File: src/rtl/score_display_pkg.sv
// Shared types and constants for the score display: FSM states, segment bit
// order and active-low seven-segment glyphs.
package score_display_pkg;

   typedef enum logic [1:0] {
      ST_SHOW  = 2'd0,
      ST_FLASH = 2'd1,
      ST_WIN   = 2'd2
   } disp_state_e;

   // Segment bit positions inside HEX_OUT (all active-low).
   localparam int SEG_A  = 0;
   localparam int SEG_B  = 1;
   localparam int SEG_C  = 2;
   localparam int SEG_D  = 3;
   localparam int SEG_E  = 4;
   localparam int SEG_F  = 5;
   localparam int SEG_G  = 6;
   localparam int SEG_DP = 7;

   localparam logic [7:0] GLYPH_0     = 8'b1100_0000;
   localparam logic [7:0] GLYPH_1     = 8'b1111_1001;
   localparam logic [7:0] GLYPH_2     = 8'b1010_0100;
   localparam logic [7:0] GLYPH_3     = 8'b1011_0000;
   localparam logic [7:0] GLYPH_4     = 8'b1001_1001;
   localparam logic [7:0] GLYPH_5     = 8'b1001_0010;
   localparam logic [7:0] GLYPH_6     = 8'b1000_0010;
   localparam logic [7:0] GLYPH_7     = 8'b1111_1000;
   localparam logic [7:0] GLYPH_8     = 8'b1000_0000;
   localparam logic [7:0] GLYPH_9     = 8'b1001_0000;
   localparam logic [7:0] GLYPH_DASH  = 8'b1011_1111;
   localparam logic [7:0] GLYPH_BLANK = 8'b1111_1111;

   localparam logic [3:0] ANODES_OFF  = 4'b1111;

   // One-hot-low anode pattern for a strobe slot.
   function automatic logic [3:0] anode_for_slot(input logic [1:0] slot);
      logic [3:0] sel;
      case (slot)
         2'd0:    sel = 4'b1110;
         2'd1:    sel = 4'b1101;
         2'd2:    sel = 4'b1011;
         2'd3:    sel = 4'b0111;
         default: sel = ANODES_OFF;
      endcase
      return sel;
   endfunction

endpackage

File: src/rtl/score_display_seg7_decode.sv
// Combinational 4-bit value to active-low seven-segment glyph decoder;
// values above 9 decode to a blank digit.
module seg7_decode
   import score_display_pkg::*;
(
   input  logic [3:0] value_i,
   output logic [7:0] glyph_o
);

   // Glyph lookup
   always_comb begin
      case (value_i)
         4'd0:    glyph_o = GLYPH_0;
         4'd1:    glyph_o = GLYPH_1;
         4'd2:    glyph_o = GLYPH_2;
         4'd3:    glyph_o = GLYPH_3;
         4'd4:    glyph_o = GLYPH_4;
         4'd5:    glyph_o = GLYPH_5;
         4'd6:    glyph_o = GLYPH_6;
         4'd7:    glyph_o = GLYPH_7;
         4'd8:    glyph_o = GLYPH_8;
         4'd9:    glyph_o = GLYPH_9;
         default: glyph_o = GLYPH_BLANK;
      endcase
   end

endmodule

File: src/rtl/score_display.sv
// Four-digit multiplexed score display with score-change flash (DP on units)
// and a blinking win indication; free-running digit strobe.
module score_display
   import score_display_pkg::*;
#(
   parameter int REFRESH_DIV  = 50000,
   parameter int FLASH_FRAMES = 64,
   parameter int BLINK_FRAMES = 128,
   parameter int WIN_SCORE    = 10
) (
   input  logic       CLK,
   input  logic       RESET,
   input  logic [3:0] CURRENT_SCORE,
   output logic [3:0] SEG_SELECT,
   output logic [7:0] HEX_OUT
);

   localparam int PRESC_W = $clog2(REFRESH_DIV + 1);
   localparam int FC_W    = $clog2(FLASH_FRAMES + 1);
   localparam int BC_W    = $clog2(BLINK_FRAMES + 1);

   localparam logic [PRESC_W-1:0] PRESC_LAST = PRESC_W'(REFRESH_DIV - 1);
   localparam logic [PRESC_W-1:0] PRESC_ONE  = PRESC_W'(1);
   localparam logic [FC_W-1:0]    FLASH_LOAD = FC_W'(FLASH_FRAMES);
   localparam logic [FC_W-1:0]    FC_ONE     = FC_W'(1);
   localparam logic [BC_W-1:0]    BLINK_LAST = BC_W'(BLINK_FRAMES - 1);
   localparam logic [BC_W-1:0]    BC_ONE     = BC_W'(1);
   localparam logic [3:0]         WIN_VAL    = 4'(WIN_SCORE);

   logic [PRESC_W-1:0] presc_q, presc_d;
   logic [1:0]         strobe_q, strobe_d;
   logic [3:0]         score_q, score_prev_q;
   disp_state_e        state_q, state_d;
   logic [FC_W-1:0]    frame_cnt_q, frame_cnt_d;
   logic [BC_W-1:0]    blink_cnt_q, blink_cnt_d;
   logic               blink_off_q, blink_off_d;
   logic               rst_dly_q;
   logic [3:0]         seg_select_q, seg_select_d;
   logic [7:0]         hex_out_q, hex_out_d;

   logic               slot_tick_s, frame_tick_s;
   logic               is_win_s, rising_s, abort_s, out_of_range_s, tens_one_s;
   logic [3:0]         units_s, digit_s;
   logic [7:0]         glyph_s;

   // Free-running slot prescaler and digit strobe
   always_comb begin
      slot_tick_s  = (presc_q == PRESC_LAST);
      frame_tick_s = slot_tick_s && (strobe_q == 2'd3);
      if (slot_tick_s) begin
         presc_d  = '0;
         strobe_d = strobe_q + 2'd1;
      end else begin
         presc_d  = presc_q + PRESC_ONE;
         strobe_d = strobe_q;
      end
   end

   // Score classification; out-of-range values never start a flash
   always_comb begin
      is_win_s       = (score_q == WIN_VAL);
      out_of_range_s = (score_q > WIN_VAL);
      rising_s       = (score_q > score_prev_q) && (score_q < WIN_VAL);
      abort_s        = (score_q < score_prev_q) || out_of_range_s;
      if (score_q >= 4'd10) begin
         tens_one_s = 1'b1;
         units_s    = score_q - 4'd10;
      end else begin
         tens_one_s = 1'b0;
         units_s    = score_q;
      end
   end

   // Display FSM with flash frame counter and win blink phase
   always_comb begin
      state_d     = state_q;
      frame_cnt_d = frame_cnt_q;
      blink_cnt_d = blink_cnt_q;
      blink_off_d = blink_off_q;
      if (is_win_s) begin
         state_d     = ST_WIN;
         frame_cnt_d = '0;
         if (state_q != ST_WIN) begin
            blink_cnt_d = '0;
            blink_off_d = 1'b0;
         end else if (frame_tick_s) begin
            if (blink_cnt_q == BLINK_LAST) begin
               blink_cnt_d = '0;
               blink_off_d = ~blink_off_q;
            end else begin
               blink_cnt_d = blink_cnt_q + BC_ONE;
            end
         end else begin
            blink_cnt_d = blink_cnt_q;
         end
      end else begin
         blink_cnt_d = '0;
         blink_off_d = 1'b0;
         case (state_q)
            ST_SHOW: begin
               if (rising_s) begin
                  state_d     = ST_FLASH;
                  frame_cnt_d = FLASH_LOAD;
               end else begin
                  state_d = ST_SHOW;
               end
            end
            ST_FLASH: begin
               if (rising_s) begin
                  frame_cnt_d = FLASH_LOAD;
               end else if (abort_s) begin
                  state_d     = ST_SHOW;
                  frame_cnt_d = '0;
               end else if (frame_tick_s) begin
                  if (frame_cnt_q <= FC_ONE) begin
                     state_d     = ST_SHOW;
                     frame_cnt_d = '0;
                  end else begin
                     frame_cnt_d = frame_cnt_q - FC_ONE;
                  end
               end else begin
                  frame_cnt_d = frame_cnt_q;
               end
            end
            ST_WIN: begin
               state_d     = ST_SHOW;
               frame_cnt_d = '0;
            end
            default: begin
               state_d     = ST_SHOW;
               frame_cnt_d = '0;
            end
         endcase
      end
   end

   // Digit selection for the shared decoder: tens is only ever a 1
   always_comb begin
      if (strobe_q == 2'd1) begin
         digit_s = 4'd1;
      end else begin
         digit_s = units_s;
      end
   end

   seg7_decode u_decode (
      .value_i (digit_s),
      .glyph_o (glyph_s)
   );

   // Next anode/segment pattern; blank for one cycle after reset release
   always_comb begin
      seg_select_d = ANODES_OFF;
      hex_out_d    = GLYPH_BLANK;
      if (rst_dly_q) begin
         seg_select_d = ANODES_OFF;
      end else if ((state_q == ST_WIN) && blink_off_q) begin
         seg_select_d = ANODES_OFF;
      end else begin
         seg_select_d = anode_for_slot(strobe_q);
         case (strobe_q)
            2'd0: begin
               if (out_of_range_s) begin
                  hex_out_d = GLYPH_DASH;
               end else begin
                  hex_out_d = glyph_s;
                  if (state_q == ST_FLASH) begin
                     hex_out_d[SEG_DP] = 1'b0;
                  end else begin
                     hex_out_d[SEG_DP] = 1'b1;
                  end
               end
            end
            2'd1: begin
               if (out_of_range_s) begin
                  hex_out_d = GLYPH_DASH;
               end else if (tens_one_s) begin
                  hex_out_d = glyph_s;
               end else begin
                  hex_out_d = GLYPH_BLANK;
               end
            end
            default: hex_out_d = GLYPH_BLANK;
         endcase
      end
   end

   // State and output registers with synchronous reset
   always_ff @(posedge CLK) begin
      if (RESET) begin
         presc_q      <= '0;
         strobe_q     <= 2'd0;
         score_q      <= 4'd0;
         score_prev_q <= 4'd0;
         state_q      <= ST_SHOW;
         frame_cnt_q  <= '0;
         blink_cnt_q  <= '0;
         blink_off_q  <= 1'b0;
         rst_dly_q    <= 1'b1;
         seg_select_q <= ANODES_OFF;
         hex_out_q    <= GLYPH_BLANK;
      end else begin
         presc_q      <= presc_d;
         strobe_q     <= strobe_d;
         score_q      <= CURRENT_SCORE;
         score_prev_q <= score_q;
         state_q      <= state_d;
         frame_cnt_q  <= frame_cnt_d;
         blink_cnt_q  <= blink_cnt_d;
         blink_off_q  <= blink_off_d;
         rst_dly_q    <= 1'b0;
         seg_select_q <= seg_select_d;
         hex_out_q    <= hex_out_d;
      end
   end

   assign SEG_SELECT = seg_select_q;
   assign HEX_OUT    = hex_out_q;

endmodule

File: config.mk
export PLATFORM = sky130hd
export DESIGN_NAME = score_display
export DESIGN_NICKNAME = d
export VERILOG_FILES = /design/src/rtl/score_display_pkg.sv /design/src/rtl/score_display_seg7_decode.sv /design/src/rtl/score_display.sv
export SDC_FILE = /design/constraint.sdc
export NUM_CORES = 1
export LEC_CHECK = 0
export BUFFER_PORTS_ARGS = -buffer_cell sky130_fd_sc_hd__buf_2
export CORE_MARGIN = 8
export CORE_UTILIZATION = 45
export CTS_BUF_LIST = sky130_fd_sc_hd__clkbuf_8
export DETAILED_ROUTE_END_ITERATION = 8
export GPL_TIMING_DRIVEN = 0
export PLACE_DENSITY_LB_ADDON = 0.1
export SETUP_SLACK_MARGIN = 0.5
export SLEW_MARGIN = 25
export SYNTH_ARGS = -nofsm -noshare
export SYNTH_HDL_FRONTEND = slang
export SYNTH_SLANG_ARGS = --single-unit
File: constraint.sdc
create_clock -name CLK -period 2.75 [get_ports CLK]
set_input_delay 0.6875 -clock CLK [delete_from_list [all_inputs] [get_ports CLK]]
set_output_delay 0.6875 -clock CLK [all_outputs]
set_load 0.01 [all_outputs]
* Word level (Yosys, flattened, before mapping)
Memory sizes are Yosys's and may differ from the RTL's. Cells that the tools add are included.
Word-level totals: bits in registers 57, bits in latches 0, bits in writable memories 0, memory bits (read-only) 112, bits of input ports 6, output and inout port bits 12, word-level logic and storage cells 81, memories 1
Cells by class: $add $sub $neg 5, $mul 0, div/mod/pow operators 0, $lt $le $gt $ge 6, equality and inequality tests 17, shifts and indexed selects 0, muxes and demuxes 24, bitwise logic cells 2, reduce and logical (&&, ||, !) cells 14
Memories:
- (name not given) | words 16, bits a word 7, read ports 1, clocked after memory_dff 0, wr ports 0, line score_display_seg7_decode.sv:12 | case (value_i)
Operators by type and width (count):
- two-way mux 7 bit | 5
- two-way mux 8 bit | 4
- adder 16 x 1 -> 16 bit (second input constant) | 1
- equality test 16 bit (second input constant) | 1
- one-hot mux 4 bit (4 select lines) | 1
- one-hot mux 8 bit (2 select lines) | 1
- one-hot mux 7 bit (2 select lines) | 1
- != test 4 bit (second input constant) | 3
- two-way mux 2 bit | 5
- != test 3 bit (second input constant) | 3
- adder 8 x 1 -> 8 bit (second input constant) | 1
- equality test 8 x 7 -> 1 bit (second input constant) | 1
- two-way mux 4 bit | 2
- less-or-equal comparator 7 x 1 -> 1 bit (second input constant) | 1
- subtractor 7 x 1 -> 7 bit (second input constant) | 1
- equality test 2 bit (second input constant) | 3
- != test 2 bit (second input constant) | 3
- AND reduction 3 bit | 2
- OR reduction 3 bit | 2
- equality test 2 x 1 -> 1 bit (second input constant) | 2
- equality test 4 bit (second input constant) | 1
- greater-or-equal comparator 4 bit (second input constant) | 1
- > comparator 4 bit | 1
- > comparator 4 bit (second input constant) | 1
- other kinds (12) | 21

* Logic depth before layout (Yosys ltp)
word-level depth 7, mapped depth 9, mapped depth without buffers 8

* Modules after synthesis
From an unflattened synthesis, not the netlist that was laid out.
Second synthesis, totals: cells, all modules 319, area total of the unflattened synthesis 2849.0 µm²
By module, submodules not included:
- score_display | instances 1, cells each 284, area an instance 2627.5 µm², seq. area each 1141.1 µm²
- seg7_decode | instances 1, cells each 35, area an instance 221.5 µm², seq. area each 0.0 µm²

* Worst setup path before layout
Ideal clock, no wire load.
kind reg-to-reg, start point register strobe_q[1], end point register hex_out_q[6] (netlist: HEX_OUT[6]), library setup time 0.123 ns, arrival time 1.914 ns, data required time 2.627 ns, path slack 0.712 ns, stages on the path, launching flop included 10, buffers on the path 1, clock period less this slack 2.038 ns, cells stage by stage dfxtp_1 -> inv_1 -> ha_1 -> clkbuf_1 -> nor2_1 -> inv_1 -> ha_1 -> o32ai_1 -> a21oi_1 -> or2_2
On the way: cells in the longest elaborated chain, start to end 6, elaborated cells on any way between the ends 8, classes of those cells 1 x eq/ne; 5 x mux; 1 x reduce/logical; 1 x memory
Ends and longest elaborated chain:
- from (decl) | line score_display.sv:31 | logic [1:0] strobe_q, strobe_d;
- from (signal assigned) | line score_display.sv:204 | strobe_q <= strobe_d;
- equality test 2 x 1 -> 1 bit | line score_display.sv:139, score_display.sv:161
- two-way mux 4 bit | line score_display.sv:139 | if (strobe_q == 2'd1) begin
- memory (16 x 7 bit)
- two-way mux 8 bit | line score_display.sv:177 | end else if (tens_one_s) begin
- two-way mux 8 bit | line score_display.sv:175 | if (out_of_range_s) begin
- one-hot mux 8 bit (2 select lines) (*) | line score_display.sv:161 | case (strobe_q)
- to (signal assigned) | line score_display.sv:213 | hex_out_q <= hex_out_d;
- to (decl) | line score_display.sv:39 | logic [7:0] hex_out_q, hex_out_d;
Mark *: on every way between the ends. The rest lies on a longest branch, timed or not. A chain may end at the register's enable or synchronous reset.

* Worst setup path in the final report
start point register presc_q[5], end point register frame_cnt_q[0]
On the way: cells in the longest elaborated chain, start to end 4
Ends and longest elaborated chain:
- from (decl) | line score_display.sv:30 | logic [PRESC_W-1:0] presc_q, presc_d;
- from (signal assigned) | line score_display.sv:203 | presc_q <= presc_d;
- equality test 16 bit | line score_display.sv:48 | slot_tick_s = (presc_q == PRESC_LAST);
- logical AND 1 bit | line score_display.sv:49 | frame_tick_s = slot_tick_s && (strobe_q == 2'd3);
- != test 4 bit (no source line)
- AND reduction 2 bit (no source line)
- to (signal assigned) | line score_display.sv:208 | frame_cnt_q <= frame_cnt_d;
- to (decl) | line score_display.sv:34 | logic [FC_W-1:0] frame_cnt_q, frame_cnt_d;
No other way between the ends.

==> flow_metrics.tcl <==
set metrics [dict create \
    cts_buffers 9 \
    postCtsHoldBufs 0 \
    synthXorXnorAreaFrac_pct 7.746 \
    drv_cap 0 \
    yosysUniqueCellTypes 42 \
    ir_worst_vdd_v 0.0002899 \
    synth.area.top_cells "dfxtp_1 (42%), ha_1 (10%), nor2_1 (5.7%)" \
    worst_setup_path_start_kind "flip-flop" \
    total_leakage_power_nw 1.269 \
    antenna_left 0 \
    netlist_instances 304 \
    rows 28 \
    ys.flop_type "dfxtp_1" \
    die-area_sq_mm 0.008772 \
    final_nets 366 \
    synth_fa_ha_area_share_pct 10.14 \
    first_global_vias 1971 \
    post-route-period-util_pct 76.58 \
    n_antenna_cell 0 \
    critPathLaunch "presc_q[5]" \
    yosysTopAreaCell "dfxtp_1" \
    grt_use_total_pct 12.65 \
    drt_iter0_drc 72 \
    viasPerCell 5.041 \
    path_clk_slew_ps 60 \
    min_from "presc_q[0]" \
    multi_input_area_sq_mm 0.001525 \
    dr.pass1.iters 4 \
    syn_to_final_growth_pct 18.44 \
    final_core_util_pct 54.61 \
    wire_per_inst_microns 12.38 \
    path_cells "or4bb_1, nor4_4, buf_4, nand4_1, buf_4, o21ai_0" \
    stdcell_area_sq_mm 0.003214 \
    cts_root_buffer "clkbuf_8" \
    worst_hold_path_type "flip-flop to flip-flop" \
    end_kind "flip-flop" \
    synth_warnings 0 \
    core_sq_mm 0.005886 \
    p_total_mw 1.954 \
    syn_area_sq_mm 0.002714 \
    r2r_start "presc_q[5]" \
    syn_area_per_cell_sq_um 8.927 \
    grt_start_max_net_pins 11 \
    outcome "completed" \
    grt_pass1_wl_mm 8.880 \
    slew_headroom_pct 67.62 \
    seq_area_sq_mm 0.001144 \
    yosys.area_share.simple_pct 25.17 \
    grt_overflow 0 \
    skew_ps 7.598 \
    worst_path_max_delay_cell "or4bb_1" \
    period_needed_ps 2106 \
    clockBufferDepth 2 \
    h-tree-depth 3 \
    fmax_ghz 0.4749 \
    vias 2102 \
    drive_above_1_share_pct 18.13 \
    critPathArrivalTime_ps 2360 \
    synth_nets 332 \
    cp_slowest_stage_delay_ps 610 \
    gp_congestion 0.8175 \
    worstSetupPathType "flip-flop to flip-flop" \
    worst_pin_slew_ps 484.8 \
    die_width_microns 93.66 \
    initial_utilization_pct 46.11 \
    cp_top_family "simple AND/OR/NAND/NOR gates" \
    synth-seq-cells 57 \
    placed_cell_area_sq_mm 0.002893 \
    slew_violations 0 \
    antenna_found_initial 0 \
    synth_compound_area_share_pct 10.33 \
    synth_top_area_share_pct 42.05 \
    clk_latency_ps 330 \
    worst-path-buf-inv 2 \
    crit_fanout 5 \
    hold_viol_final 0 \
    finalSetupViolations 0 \
    setup_tns_ps 0 \
    layout_setup_ws_ps 644.2 \
    async_reset_ff_share_pct 0 \
    grt_setup_unrepaired "false" \
    pre_cts_ws_ps 146.7 \
    ios 18 \
    die_y_microns 93.66 \
    place_hpwl_mm 3.644 \
    worstPathRequired_ps 3000 \
    p_per_area_mw_per_mm2 607.8 \
    nFillCells 575 \
    synth_top_family_by_area "simple AND/OR/NAND/NOR gates" \
    wl_mm 5.163 \
    cts_sinks 57 \
    drc 0 \
    port_buffers 17 \
    yosysSeqAreaShare_pct 42.05 \
    synthMuxAreaShare_pct 1.475 \
    cpMostUsedCell "buf_4" \
    synth_edf_count 0 \
    cts_tree "built" \
]
[per-stage QoR]
step | cells | hold WS, ps
floorplan | 304 | 430.0
global placement | 396 | 448.4
detailed placement | 396 | 457.2
CTS | 415 | 472.6
global route | 417 | 499.9
finish | 417 | 469.7
[cell families (layout without fill, tap and decap cells)]
family,after synthesis,count (layout)
fa+ha+maj,22,22
xor+xnor,24,24
mux,4,4
compound gates,44,44
buf+inv,22,60
flops,57,57
simple gates,131,131
[flip-flops by register name, summed over array words and instances, names as in the netlist]
register and count:
strobe_q 2, state_q 2, blink_off_q 1, blink_cnt_q 8, score_prev_q 4, rst_dly_q 1
frame_cnt_q 7, score_q 4, HEX_OUT 8, SEG_SELECT 4, presc_q 16
[cell usage after synthesis, types with 2 or more instances]
| cell type | instances |
|---|---|
| a211o_1 | 2 |
| a211oi_1 | 2 |
| a21oi_1 | 12 |
| and4_1 | 2 |
| clkbuf_1 | 4 |
| dfxtp_1 | 57 |
| ha_1 | 22 |
| inv_1 | 17 |
| mux2i_1 | 4 |
| nand2_1 | 33 |
| nand2b_1 | 3 |
| nand3_1 | 9 |
| nand3b_1 | 3 |
| nand4_1 | 7 |
| nor2_1 | 41 |
| nor2b_1 | 9 |
| nor3_1 | 6 |
| nor4_4 | 2 |
| o211ai_1 | 3 |
| o21a_1 | 2 |
| o21ai_0 | 12 |
| o311ai_0 | 4 |
| o31ai_1 | 2 |
| or2_2 | 6 |
| xnor2_1 | 13 |
| xor2_1 | 11 |
[worst paths after layout]
kind | endpoint | slack [ps] | cells past startpoint
worst max-delay path | frame_cnt_q[0] | 640 | 6
worst min-delay path | presc_q[0] | 470 | 1
worst max register to register | frame_cnt_q[0] | 640 | 6
worst min register to register | presc_q[0] | 470 | 1
[layout by cell type, fill, tap and decap left out, drive strengths merged, types with 2 or more instances in the layout]
cell and n:
a211o 2, a211oi 2, a21oi 12, and4 2, buf 23, bufinv 3, clkbuf 14, clkinv 2
dfxtp 57, ha 22, inv 17, mux2i 4, nand2 33, nand2b 3, nand3 9, nand3b 3
nand4 7, nor2 41, nor2b 9, nor3 6, nor4 3, o211ai 3, o21a 2, o21ai 12
o311ai 4, o31ai 2, or2 6, xnor2 13, xor2 11
[layout make-up]
| class | instances | share of cell area, % |
|---|---|---|
| buffer | 5 | 0.8174 |
| clock buffer | 9 | 3.854 |
| clock inverter | 6 | 3.348 |
| inverter | 17 | 1.985 |
| multi-input combinational | 225 | 47.45 |
| sequential | 57 | 35.58 |
| tap | 75 | 2.919 |
| timing repair buffer | 23 | 4.048 |
[per-layer routing]
metal  track usage, %  vias up  share of wire (%)
met5                0        -                  0
met4            6.737        0                2.2
met3            3.197       10                3.9
li1                 -     1107                  -
met1            15.15      956                 50
met2            20.39       29                 44
[power by group]
| group | switching, mW | internal [mW] | total [mW] | leakage, nW |
|---|---|---|---|---|
| clock | 0.334 | 0.593 | 0.928 | 0.115 |
| combinational | 0.0923 | 0.0665 | 0.159 | 0.689 |
| sequential | 0.0176 | 0.849 | 0.867 | 0.465 |
[what timing repair did]
action                                  in CTS  in global routing
endpoints found under the setup margin      18                 26
pin swaps                                    3                  2
setup buffers                                4                  2
resized for setup                            4                 17
(Power assumes the default switching activity.)
